`config.mk`:
```
export PLATFORM = sky130hd
export DESIGN_NAME = gcd_host_sequencer
export DESIGN_NICKNAME = d
export VERILOG_FILES = /design/src/rtl/gcd_pkg.sv /design/src/rtl/gcd_seq_counter.sv /design/src/rtl/gcd_host_sequencer.sv
export SDC_FILE = /design/constraint.sdc
export NUM_CORES = 1
export LEC_CHECK = 0
export BUFFER_PORTS_ARGS = -buffer_cell sky130_fd_sc_hd__buf_2
export CORE_UTILIZATION = 35
export DETAILED_ROUTE_END_ITERATION = 12
export SYNTH_ARGS = -nofsm -noshare
export SYNTH_HDL_FRONTEND = slang
export SYNTH_SLANG_ARGS = --single-unit
```
`constraint.sdc`:
```
create_clock -name clk -period 1.99 [get_ports clk]
set_input_delay 0.2985 -clock clk [delete_from_list [all_inputs] [get_ports clk]]
set_output_delay 0.2985 -clock clk [all_outputs]
set_load 0.03 [all_outputs]
```
`src/rtl/gcd_pkg.sv`:
```
// gcd_pkg: shared definitions for the GCD host sequencer.
//   - sequencer state encoding
//   - default WIDTH / TIMEOUT / RST_CYCLES
//   - width helper for the shared FLUSH/WAIT counter
package gcd_pkg;

  localparam int unsigned GCD_WIDTH      = 16;
  localparam int unsigned GCD_TIMEOUT    = 1023;
  localparam int unsigned GCD_RST_CYCLES = 2;

  typedef enum logic [2:0] {
    ST_FLUSH,
    ST_IDLE,
    ST_LOAD_A,
    ST_LOAD_B,
    ST_WAIT,
    ST_HOLD
  } state_t;

  // One counter serves both the flush length and the wait budget, so it
  // must be wide enough for whichever terminal value is larger.
  function automatic int unsigned cnt_width(input int unsigned timeout,
                                            input int unsigned rst_cycles);
    int unsigned m;
    m = (timeout > rst_cycles) ? timeout : rst_cycles;
    return (m < 1) ? 1 : $clog2(m + 1);
  endfunction

endpackage

```
`src/rtl/gcd_seq_counter.sv`:
```
// gcd_seq_counter: clearable, saturating up-counter with terminal-count compare.
// Ports:
//   i_clk, i_rst : clock, asynchronous active-high reset
//   i_clr        : synchronous clear to zero (priority over i_en)
//   i_en         : count enable; holds at all-ones instead of wrapping
//   i_limit      : terminal value
//   o_tc         : current count equals i_limit
module gcd_seq_counter #(
  parameter int unsigned CW = 4
) (
  input  logic          i_clk,
  input  logic          i_rst,
  input  logic          i_clr,
  input  logic          i_en,
  input  logic [CW-1:0] i_limit,
  output logic          o_tc
);

  logic [CW-1:0] r_count;

  always_ff @(posedge i_clk or posedge i_rst) begin
    if (i_rst) begin
      r_count <= '0;
    end else if (i_clr) begin
      r_count <= '0;
    end else if (i_en && (r_count != '1)) begin
      r_count <= r_count + 1'b1;
    end
  end

  assign o_tc = (r_count == i_limit);

endmodule

```
`src/rtl/gcd_host_sequencer.sv`:
```
// gcd_host_sequencer: feeds operand pairs to the GCD engine using its
// A-then-B two-cycle load protocol, waits for sticky done (bounded by TIMEOUT),
// returns the result on a valid/ready stream, then pulses the engine reset.
// Pairs with a zero operand bypass the engine (it would never terminate).
// Ports:
//   clk, rst                  : clock, asynchronous active-high reset
//   in_valid/in_ready/in_a/b  : operand pair stream
//   out_valid/out_ready       : result stream
//   out_gcd, out_timeout      : result, and abandoned-run flag (out_gcd=0)
//   eng_rst/eng_start/eng_data: engine control and data bus
//   eng_done, eng_result      : engine status and A-register value
//   busy                      : high whenever not IDLE
// All outputs are registered; each is loaded from the value its next state needs.
module gcd_host_sequencer
  import gcd_pkg::*;
#(
  parameter int unsigned WIDTH      = GCD_WIDTH,
  parameter int unsigned TIMEOUT    = GCD_TIMEOUT,
  parameter int unsigned RST_CYCLES = GCD_RST_CYCLES
) (
  input  logic             clk,
  input  logic             rst,
  input  logic             in_valid,
  output logic             in_ready,
  input  logic [WIDTH-1:0] in_a,
  input  logic [WIDTH-1:0] in_b,
  output logic             out_valid,
  input  logic             out_ready,
  output logic [WIDTH-1:0] out_gcd,
  output logic             out_timeout,
  output logic             eng_rst,
  output logic             eng_start,
  output logic [WIDTH-1:0] eng_data,
  input  logic             eng_done,
  input  logic [WIDTH-1:0] eng_result,
  output logic             busy
);

  localparam int unsigned CW = cnt_width(TIMEOUT, RST_CYCLES);

  state_t           r_state, w_state_nx;
  logic [WIDTH-1:0] r_b, w_b_nx;
  logic [WIDTH-1:0] r_out_gcd, w_gcd_nx;
  logic             r_out_timeout, w_to_nx;
  logic [WIDTH-1:0] r_eng_data, w_data_nx;
  logic             r_in_ready, r_out_valid, r_eng_rst, r_eng_start, r_busy;

  logic             w_cnt_clr, w_cnt_en, w_tc;
  logic [CW-1:0]    w_limit;

  // Terminal value depends on which phase currently owns the counter.
  assign w_limit = (r_state == ST_FLUSH) ? CW'(RST_CYCLES - 1) : CW'(TIMEOUT - 1);

  gcd_seq_counter #(
    .CW (CW)
  ) u_cnt (
    .i_clk   (clk),
    .i_rst   (rst),
    .i_clr   (w_cnt_clr),
    .i_en    (w_cnt_en),
    .i_limit (w_limit),
    .o_tc    (w_tc)
  );

  always_comb begin
    w_state_nx = r_state;
    w_b_nx     = r_b;
    w_gcd_nx   = r_out_gcd;
    w_to_nx    = r_out_timeout;
    w_cnt_clr  = 1'b1;
    w_cnt_en   = 1'b0;
    w_data_nx  = '0;

    case (r_state)
      ST_FLUSH: begin
        w_cnt_clr = 1'b0;
        w_cnt_en  = 1'b1;
        if (w_tc) w_state_nx = ST_IDLE;
      end
      ST_IDLE: begin
        if (in_valid && r_in_ready) begin
          w_b_nx = in_b;
          if ((in_a == '0) || (in_b == '0)) begin
            w_gcd_nx   = in_a | in_b;
            w_to_nx    = 1'b0;
            w_state_nx = ST_HOLD;
          end else begin
            w_state_nx = ST_LOAD_A;
          end
        end
      end
      ST_LOAD_A: w_state_nx = ST_LOAD_B;
      // Counter is held clear here so WAIT starts counting from zero.
      ST_LOAD_B: w_state_nx = ST_WAIT;
      ST_WAIT: begin
        w_cnt_clr = 1'b0;
        w_cnt_en  = 1'b1;
        if (eng_done) begin
          w_gcd_nx   = eng_result;
          w_to_nx    = 1'b0;
          w_state_nx = ST_HOLD;
        end else if (w_tc) begin
          w_gcd_nx   = '0;
          w_to_nx    = 1'b1;
          w_state_nx = ST_HOLD;
        end
      end
      ST_HOLD: begin
        if (out_ready) begin
          w_gcd_nx   = '0;
          w_to_nx    = 1'b0;
          w_state_nx = ST_FLUSH;
        end
      end
      default: w_state_nx = ST_FLUSH;
    endcase

    // Bus content follows the state being entered: A during LOAD_A,
    // B from LOAD_B through WAIT, idle-low otherwise.
    case (w_state_nx)
      ST_LOAD_A:         w_data_nx = in_a;
      ST_LOAD_B, ST_WAIT: w_data_nx = r_b;
      default:           w_data_nx = '0;
    endcase
  end

  always_ff @(posedge clk or posedge rst) begin
    if (rst) begin
      r_state       <= ST_FLUSH;
      r_b           <= '0;
      r_out_gcd     <= '0;
      r_out_timeout <= 1'b0;
      r_eng_data    <= '0;
      r_in_ready    <= 1'b0;
      r_out_valid   <= 1'b0;
      r_eng_rst     <= 1'b1;
      r_eng_start   <= 1'b0;
      r_busy        <= 1'b1;
    end else begin
      r_state       <= w_state_nx;
      r_b           <= w_b_nx;
      r_out_gcd     <= w_gcd_nx;
      r_out_timeout <= w_to_nx;
      r_eng_data    <= w_data_nx;
      r_in_ready    <= (w_state_nx == ST_IDLE);
      r_out_valid   <= (w_state_nx == ST_HOLD);
      r_eng_rst     <= (w_state_nx == ST_FLUSH);
      r_eng_start   <= (w_state_nx == ST_LOAD_A);
      r_busy        <= (w_state_nx != ST_IDLE);
    end
  end

  assign in_ready    = r_in_ready;
  assign out_valid   = r_out_valid;
  assign out_gcd     = r_out_gcd;
  assign out_timeout = r_out_timeout;
  assign eng_rst     = r_eng_rst;
  assign eng_start   = r_eng_start;
  assign eng_data    = r_eng_data;
  assign busy        = r_busy;

endmodule
```
==> impl_metrics.yaml, run 1 <==
critical_path:
  crit_chain: "buf_4, and4b_1, nor2b_4, and3_4, nand2b_4, o31ai_4, buf_12, a22o_2"
  worst-r2r-cell-count: 8
  r2r_end: "eng_data[4]"
  crit_path_top_delay_cell: "dfrtp_1"
  critPathMaxStageDelay_ns: 0.42
  worst-path-max-fanout: 16
  worstSetupStartpointType: "flop"
  crit_type: "flop to flop"
  reg2reg_slack_ns: 0.06
  cp.required_ns: 2.20
  r2r-start: "r_state[1]"
  crit_path_end_kind: "flop"
  cp.arrival_ns: 2.14
place:
  port_buffers: 90
  dp_hpwl_um: 6273
  placed_cells: 513
  gp_congestion: 0.8212
  post_dp_cell_area_um2: 4054
drt:
  wirelength_um: 8078
  vias: 2596
  dr.pass1.iters: 4
  remaining_drc_errors: 0
  viasPerCell: 4.889
  ant_nets: 0
  wl_met1_um: 3965
  post_drt_wl_per_cell_um: 15.21
  drt_iter0_markers: 63
  met3_length_um: 315
  met2WireLength_um: 3730
  top_layer_used: "met4"
timing:
  worstMarginPinSlew_ns: 0.5330
  skew_ns: 0.01004
  clock.fmax_mhz: 519.2
  period_minus_slack_ns: 1.926
  final-max-slew-violation-count: 0
  rsz0062_at_grt: "true"
  finalSetupViolations: 0
  period_share: 0.9679
  max-slew-margin-rel: 0.6442
  hold_slack_ns: -0.001073
  hold_viol_final: 3
yosys:
  synth-main-ff-cell: "dfrtp_1"
  synth.largest_area_cell: "dfrtp_1"
  synthTopCellsByArea: "dfrtp_1, mux2_2, nor2_1"
  synth.ff_latch_count: 67
  synth_area_um2: 3088
  yosys_warnings: 0
  ys_seq_area_frac: 0.5438
  synth_edf_count: 0
  synth_fp_nets: 328
  ys_async_sr_fraction: 1.000
  netlist_instances: 274
  ys_types: 41
  postSynthAreaPerCell_um2: 11.27
  netlist.area_leader.share: 0.5267
power_and_ir_drop:
  seq_power_share: 0.359
  p_clk_frac: 0.151
  p_per_area_nw_per_um2: 1442
  comb_power_share: 0.490
  p_int_uw: 3709
  finalPower_uw: 6173
  switching_share: 0.3992
  irDropWorstVdd_v: 0.0007022
  total_leakage_power_uw: 0.002102
  power.switching_uw: 2464
die:
  io_pins: 91
  core_area_um2: 8382
  die_area_um2: 9203
  fp.dieH_um: 95.93
  die_x_um: 95.93
  initial_core_util: 0.3684
  rows: 33
cts:
  cts_root_buf: "clkbuf_8"
  clkSinkCount: 67
  numCtsBuffers: 9
  cts_tree: "built"
  htree_levels: 3
  clk_pin_slew_ns: 0.07
  ctsLongestPathBuffers: 2
  clk_latency_ns: 0.33
  hold_buffers: 0
finish:
  final_common_cell: "buf_2"
  fin_cells: 531
  layout_common_cells: "buf_2, dfrtp_1, buf_4"
  fin_util: 0.5107
  antenna_cells: 0
  syn_to_final_growth_pct: 38.61
  postLayoutCellArea_um2: 4280
  nFillCells: 776
  final_nets: 475
  layout-drive-gt1-share: 0.5188
grt:
  grt_pass1_wl_um: 12700
  antenna_found_initial: 0
  grt.overflow.total: 0
  grt_max_degree: 25
  grt.total_usage: 0.1882
  grt_pass1_vias: 2561
run_status:
  violations: "hold timing"
  status: "complete, but fails checks"
hold_path:
  hp-class: "input port to asynchronous set/reset pin"
flow_run:
  cap_violations: 0
[power groups by stage]
stage                     combinational, uW  sequential, uW  clock, uW
after floorplan                        1360            2910          0
after global placement                 2890            2220          0
after detailed placement               2930            2230          0
after CTS                              3040            2220        969
after global routing                   3280            2290       1040
final                                  3020            2220        934
[synth_stat cells (2+ instances only)]
cell type,n
dfrtp_1,65
mux2_2,32
nor2_1,30
nand2_1,26
o21ai_0,17
nor4_1,10
a22o_1,9
a22o_2,8
nand4_1,8
clkbuf_1,7
nor3_1,6
a21oi_1,5
inv_1,5
xor2_1,5
buf_6,4
and3_1,3
or2_2,3
a31oi_1,2
and2_1,2
buf_2,2
buf_4,2
dfstp_2,2
mux2i_1,2
nand3_1,2
[worst max path at each step]
stage                     start     endpoint
4_1_cts        u_cnt.r_count[5]  eng_data[4]
5_1_grt        u_cnt.r_count[5]  eng_data[4]
3_5_place_dp            in_a[0]  eng_data[4]
2_1_floorplan          in_ready  eng_data[0]
3_3_place_gp            in_a[0]  eng_data[8]
6_report             r_state[1]  eng_data[4]
[per-layer routing]
metal  up-vias  track usage
met4         0      0.05970
met3         5      0.03712
met5         -            0
met1      1260       0.2656
met2        51       0.2905
li1       1280            -
[through the flow]
stage                     setup TNS (ns)  setup WS (ns)
after floorplan                 -0.05773      -0.006686
after global placement            -8.736        -0.3711
after detailed placement          -9.682        -0.4220
after CTS                              0        0.01166
after global routing             -0.2068       -0.03497
final                                  0        0.06378
[sequential cells by signal, summed over array words and instances, names as in the netlist]
signal and cells:
r_b 16, eng_rst 1, u_cnt.r_count 10, out_valid 1
eng_start 1, eng_data 16, r_state 3, out_timeout 1
busy 1, out_gcd 16, in_ready 1
[final cells by class]
type / count / area (um2) / area share
multi-input combinational: 187 / 1333 / 0.3113
clock buffer: 10 / 127.6 / 0.02982
inverter: 5 / 18.77 / 0.004385
timing repair buffer: 151 / 958.4 / 0.2239
clock inverter: 6 / 32.53 / 0.007600
sequential: 67 / 1679 / 0.3923
tap: 105 / 131.4 / 0.03069
[worst max-delay path: cells and delay by family, from the launching register on]
kind / cells / cell delay, ns
compound gates: 2 / 0.29
flops: 1 / 0.42
simple gates: 4 / 0.78
buf+inv: 2 / 0.31
[logic make-up (layout without fill, tap and decap cells)]
| kind of cell | after synthesis | count (layout) | synth area share |
|---|---|---|---|
| AO/OA/AOI/OAI | 46 | 46 | 0.1094 |
| XOR/XNOR | 5 | 5 | 0.01418 |
| adder cells (fa/ha/maj) | 1 | 1 | 0.004051 |
| buffers and inverters | 20 | 172 | 0.03728 |
| flip-flops | 67 | 67 | 0.5438 |
| multiplexers | 34 | 34 | 0.1232 |
| AND/OR/NAND/NOR | 101 | 101 | 0.1682 |
[timing repair]
item                       in CTS  in global routing
setup buffers                   2                  0
setup endpoints to repair      32                 17
pin swaps                       2                  0
resized for setup               2                  4
No activity file was read; power rests on OpenSTA's default activity.
==> run 2, diff against run 1 <==
SETUP_SLACK_MARGIN = 0.3   (was unset)
SKIP_LAST_GASP = 1   (was unset)
==> run 2 against run 1 <==
The run now ends clean; sequential share of layout area fell by 2.8 points; hold slack improved by 0.021 ns; die area did not move; core utilization rose by 3.9 points; non-clock buffer count rose by 5; total power rose by 16%; sequential cell count did not move; cell area rose by 7.7%; critical path type unchanged; setup slack got worse by 0.0041 ns; first-iteration DRC count rose by 19%; critical path depth did not move.
==> impl_metrics.yaml, run 2 (synthesis gave the netlist of run 1 again) <==
power_and_ir_drop:
  p_per_area_nw_per_um2: 1560
  total_leakage_power_uw: 0.002273
  irDropWorstVdd_v: 0.0005908
die:
  die_area_um2: 9203
  fp.dieH_um: 95.93
  io_pins: 91
  die_x_um: 95.93
  initial_core_util: 0.3684
  core_area_um2: 8382
  rows: 33
timing:
  skew_ns: 0.007190
  final-max-slew-violation-count: 0
  hold_viol_final: 0
  period_share: 0.9700
  fin_setup_tns_ns: 0
  worst_slack_ns: 0.05972
  period_minus_slack_ns: 1.930
  max-slew-margin-rel: 0.5866
  worstMarginPinSlew_ns: 0.6188
  rsz0062_at_grt: "true"
  finalSetupViolations: 0
  clock.fmax_mhz: 518.1
cts:
  clk_pin_slew_ns: 0.08
  cts_root_buf: "clkbuf_8"
  clk_latency_ns: 0.34
  numCtsBuffers: 9
  cts_tree: "built"
  clkSinkCount: 67
  htree_levels: 3
  ctsLongestPathBuffers: 2
critical_path:
  crit_path_end_kind: "flop"
  crit_path_top_delay_cell: "dfrtp_1"
  cp.required_ns: 2.21
  r2r-start: "u_cnt.r_count[8]"
  crit_top_cell: "nand4_1"
  worst-r2r-cell-count: 8
  worstSetupStartpointType: "flop"
  cp.arrival_ns: 2.15
  reg2reg_slack_ns: 0.06
  worst-path-max-fanout: 7
  r2r_end: "eng_data[13]"
  crit_buf_inv: 2
  critPathMaxStageDelay_ns: 0.43
  crit_chain: "nor4_4, buf_4, nand4_1, nand4_1, o21a_1, o31ai_4, buf_6, a22o_1"
  crit_type: "flop to flop"
  cpLargestDelayFamily: "simple AND/OR/NAND/NOR gates"
grt:
  grt_pass1_vias: 2604
  grt.total_usage: 0.1947
  antenna_found_initial: 0
  grt.overflow.total: 0
  grt_pass1_wl_um: 12950
  grt_max_degree: 31
finish:
  layout-drive-gt1-share: 0.5638
  syn_to_final_growth_pct: 49.23
  layout_common_cells: "buf_2, dfrtp_1, buf_4"
  final_common_cell: "buf_2"
  antenna_cells: 0
  final_nets: 480
drt:
  remaining_drc_errors: 0
  viasPerCell: 4.909
  ant_nets: 0
  post_drt_wl_per_cell_um: 16.12
  vias: 2631
  dr.pass1.iters: 4
  wirelength_um: 8642
  drt_iter0_markers: 75
place:
  dp_hpwl_um: 6312
  post-place-ws_ns: -0.2184
  port_buffers: 90
  gp_congestion: 0.8841
run_status:
  status: "completed"
flow_run:
  cap_violations: 0
hold_path:
  hp-class: "input port to asynchronous set/reset pin"
==> run 2: changes by cell type in the layout (fill, tap and decap cells not counted), moves of 3 or more <==
cell	before	now
clkinv_2	5	0
mux2_2	32	16
mux2_4	0	16
clkinvlp_4	1	4
buf_4	57	52
bufinv_16	0	3
buf_6	0	10
==> run 2: report_power, final <==
| part | internal (uW) | leakage, uW | switching [uW] |
|---|---|---|---|
| registers | 1950 | 0.000840 | 271 |
| logic | 1690 | 0.00132 | 1880 |
| clock network | 866 | 0.000115 | 535 |
| total | 4510 | 0.00227 | 2680 |
==> run 2: layout make-up <==
class	count	area (um2)
Fill cell	744	3774
Sequential cell	67	1680
Multi-Input combinational cell	187	1485
Timing Repair Buffer	156	1039
Clock buffer	10	137.6
Tap cell	105	131.4
Clock inverter	6	112.6
Inverter	5	22.52
==> run 2: routing by layer <==
layer  GRT usage  routed length (um)  share of wire
met5           0                   0              0
met4     0.08085                 170          0.020
met3     0.03633                 367          0.042
met2      0.3161                4249           0.49
met1      0.2550                3855           0.45
==> run 2: worst reg2reg max path, stage by stage, from the launching register on <==
cell and delay, ns:
dfrtp_1 0.43, nor4_4 0.37, buf_4 0.17, nand4_1 0.09, nand4_1 0.11, o21a_1 0.19, o31ai_4 0.10, buf_6 0.15
a22o_1 0.20
==> run 2: worst max path at each step <==
| stage | slack [ns] | depth (start not counted) | start | end |
|---|---|---|---|---|
| 6_report | 0.06 | 8 | u_cnt.r_count[8] | eng_data[13] |
| 5_1_grt | -0.02 | 8 | u_cnt.r_count[8] | eng_data[13] |
| 4_1_cts | 0.11 | 9 | r_state[1] | eng_data[13] |
| 3_5_place_dp | -0.22 | 8 | in_b[0] | out_gcd[3] |
| 3_3_place_gp | -0.18 | 8 | in_b[0] | out_gcd[6] |
| 2_1_floorplan | -0.006 | 6 | r_state[1] | out_gcd[0] |
==> run 2: timing repair <==
| action | in CTS | in global routing |
|---|---|---|
| setup buffers | 10 | 1 |
| cloned | 1 | 1 |
| setup endpoints to repair | 54 | 55 |
| pin swaps | 14 | 12 |
| resized for setup | 21 | 20 |
| hold buffers | 0 | 0 |
==> run 2: through the flow <==
stage	hold slack [ns]	cells	instance area, um2	power (uW)	util
floorplan	0.4382	274	3179	4405	-
global route	0.05352	536	4608	7601	0.5498
finish	0.01962	536	4608	7190	0.5498
detailed placement	0.4223	507	4049	5272	0.4831
global placement	0.4293	507	4049	5214	0.4831
CTS	0.04720	534	4494	7002	0.5362
==> run 3, diff against run 2 <==
SETUP_SLACK_MARGIN = 0.1   (was 0.3)
==> run 3 against run 2 <==
Combinational power decreased by 13%; hold slack improved by 0.20 ns; sequential power about the same; register-to-register slack about the same; clock power about the same; sequential cell count unchanged; global-route usage decreased by 0.86 points; cell count decreased by 3.9%; largest cell class unchanged; total power decreased by 6.6%; sequential share of layout area increased by 2.6 points.
==> impl_metrics.yaml, run 3 (synthesis gave the netlist of run 1 again) <==
run_status:
  status: "completed"
drt:
  dr.pass1.iters: 4
  post_drt_wl_per_cell_um: 15.68
  viasPerCell: 5.021
  vias: 2586
  drt_iter0_markers: 98
  wirelength_um: 8076
  ant_nets: 0
  remaining_drc_errors: 0
cts:
  numCtsBuffers: 9
  clk_pin_slew_ns: 0.09
  cts_root_buf: "clkbuf_8"
  clkSinkCount: 67
  clk_latency_ns: 0.34
  cts_tree: "built"
  htree_levels: 3
  ctsLongestPathBuffers: 2
timing:
  hold_slack_ns: 0.2168
  hold_viol_final: 0
  final-max-slew-violation-count: 0
  clock.fmax_mhz: 518.8
  period_minus_slack_ns: 1.928
  period_share: 0.9686
  skew_ns: 0.01520
  rsz0062_at_grt: "true"
  max-slew-margin-rel: 0.7143
  worst_slack_ns: 0.06247
  worstMarginPinSlew_ns: 0.4247
  finalSetupViolations: 0
grt:
  grt_pass1_vias: 2603
  grt_pass1_wl_um: 12690
  grt.total_usage: 0.1860
  grt.overflow.total: 0
  antenna_found_initial: 0
  grt_max_degree: 50
die:
  fp.dieH_um: 95.93
  die_area_um2: 9203
  rows: 33
  core_area_um2: 8382
  initial_core_util: 0.3684
  io_pins: 91
  die_x_um: 95.93
finish:
  syn_to_final_growth_pct: 39.30
  fin_cells: 515
  layout_common_cells: "buf_2, dfrtp_1, buf_4"
  final_common_cell: "buf_2"
  layout-drive-gt1-share: 0.5098
  antenna_cells: 0
  final_nets: 459
critical_path:
  cp.required_ns: 2.21
  worst-path-max-fanout: 16
  worstSetupStartpointType: "flop"
  crit_type: "flop to flop"
  crit_path_end_kind: "flop"
  cp.arrival_ns: 2.14
power_and_ir_drop:
  p_per_area_nw_per_um2: 1562
  total_leakage_power_uw: 0.002111
  irDropWorstVdd_v: 0.0005274
  finalPower_uw: 6719
flow_run:
  cap_violations: 0
place:
  gp_congestion: 0.9182
  port_buffers: 90
  placed_cells: 494
  post-place-ws_ns: -0.1338
  dp_hpwl_um: 6157
hold_path:
  hp-class: "input port to flop"
## run 3: critical path, stage by stage, from the launching register on
cell and delay (ns):
dfrtp_1 0.39, nor4_2 0.29, buf_4 0.16, a31oi_1 0.07
a221oi_1 0.23, o21a_1 0.22, o31ai_4 0.09, buf_12 0.15
a22o_2 0.20
## run 3: worst paths after layout
kind | startpoint | endpoint | slack (ns) | depth (start not counted)
max in group asynchronous | rst | busy | 0.85 | 4
worst max-delay path | u_cnt.r_count[5] | eng_data[10] | 0.06 | 8
min in group asynchronous | rst | eng_start | 0.49 | 3
worst max register to register | u_cnt.r_count[5] | eng_data[10] | 0.06 | 8
worst min-delay path | in_a[7] | eng_data[7] | 0.22 | 2
worst min register to register | r_b[7] | eng_data[7] | 0.49 | 1
## run 3: per-stage QoR
| step | TNS (ns) | cell area, um2 | util |
|---|---|---|---|
| detailed placement | -2.939 | 3945 | 0.4707 |
| finish | 0 | 4302 | 0.5132 |
| floorplan | -0.07014 | 3144 | - |
| global route | -0.5122 | 4302 | 0.5132 |
| global placement | -3.001 | 3945 | 0.4707 |
| CTS | 0 | 4245 | 0.5065 |
## run 3: layout make-up
class,count,area (um2)
clock buffers,9,123.9
clock inverters,7,123.9
fillers,749,4080
inverters,5,22.52
multi-input cells,187,1375
flip-flops and latches,67,1679
well taps,105,131.4
repair buffers,135,845.8
## run 3: routing by layer
metal / GRT usage / vias up / part of all wire
li1: - / 1239 / -
met3: 0.04976 / 12 / 0.057
met4: 0.07214 / 0 / 0.020
met5: 0 / - / 0
met2: 0.2917 / 69 / 0.47
met1: 0.2447 / 1266 / 0.45
## run 3: power breakdown
part | total, uW | switching, uW | internal [uW]
sequential | 2220 | 269 | 1950
combinational | 3110 | 1730 | 1380
clock | 1390 | 552 | 841
total | 6720 | 2550 | 4170
## run 3: what timing repair did
item,CTS,global route
hold buffers,1,0
setup buffers,2,1
gates resized for setup,3,6
endpoints found under the setup margin,32,34
cloned,0,1
endpoints found under the hold margin,18,0
pin swaps,1,2
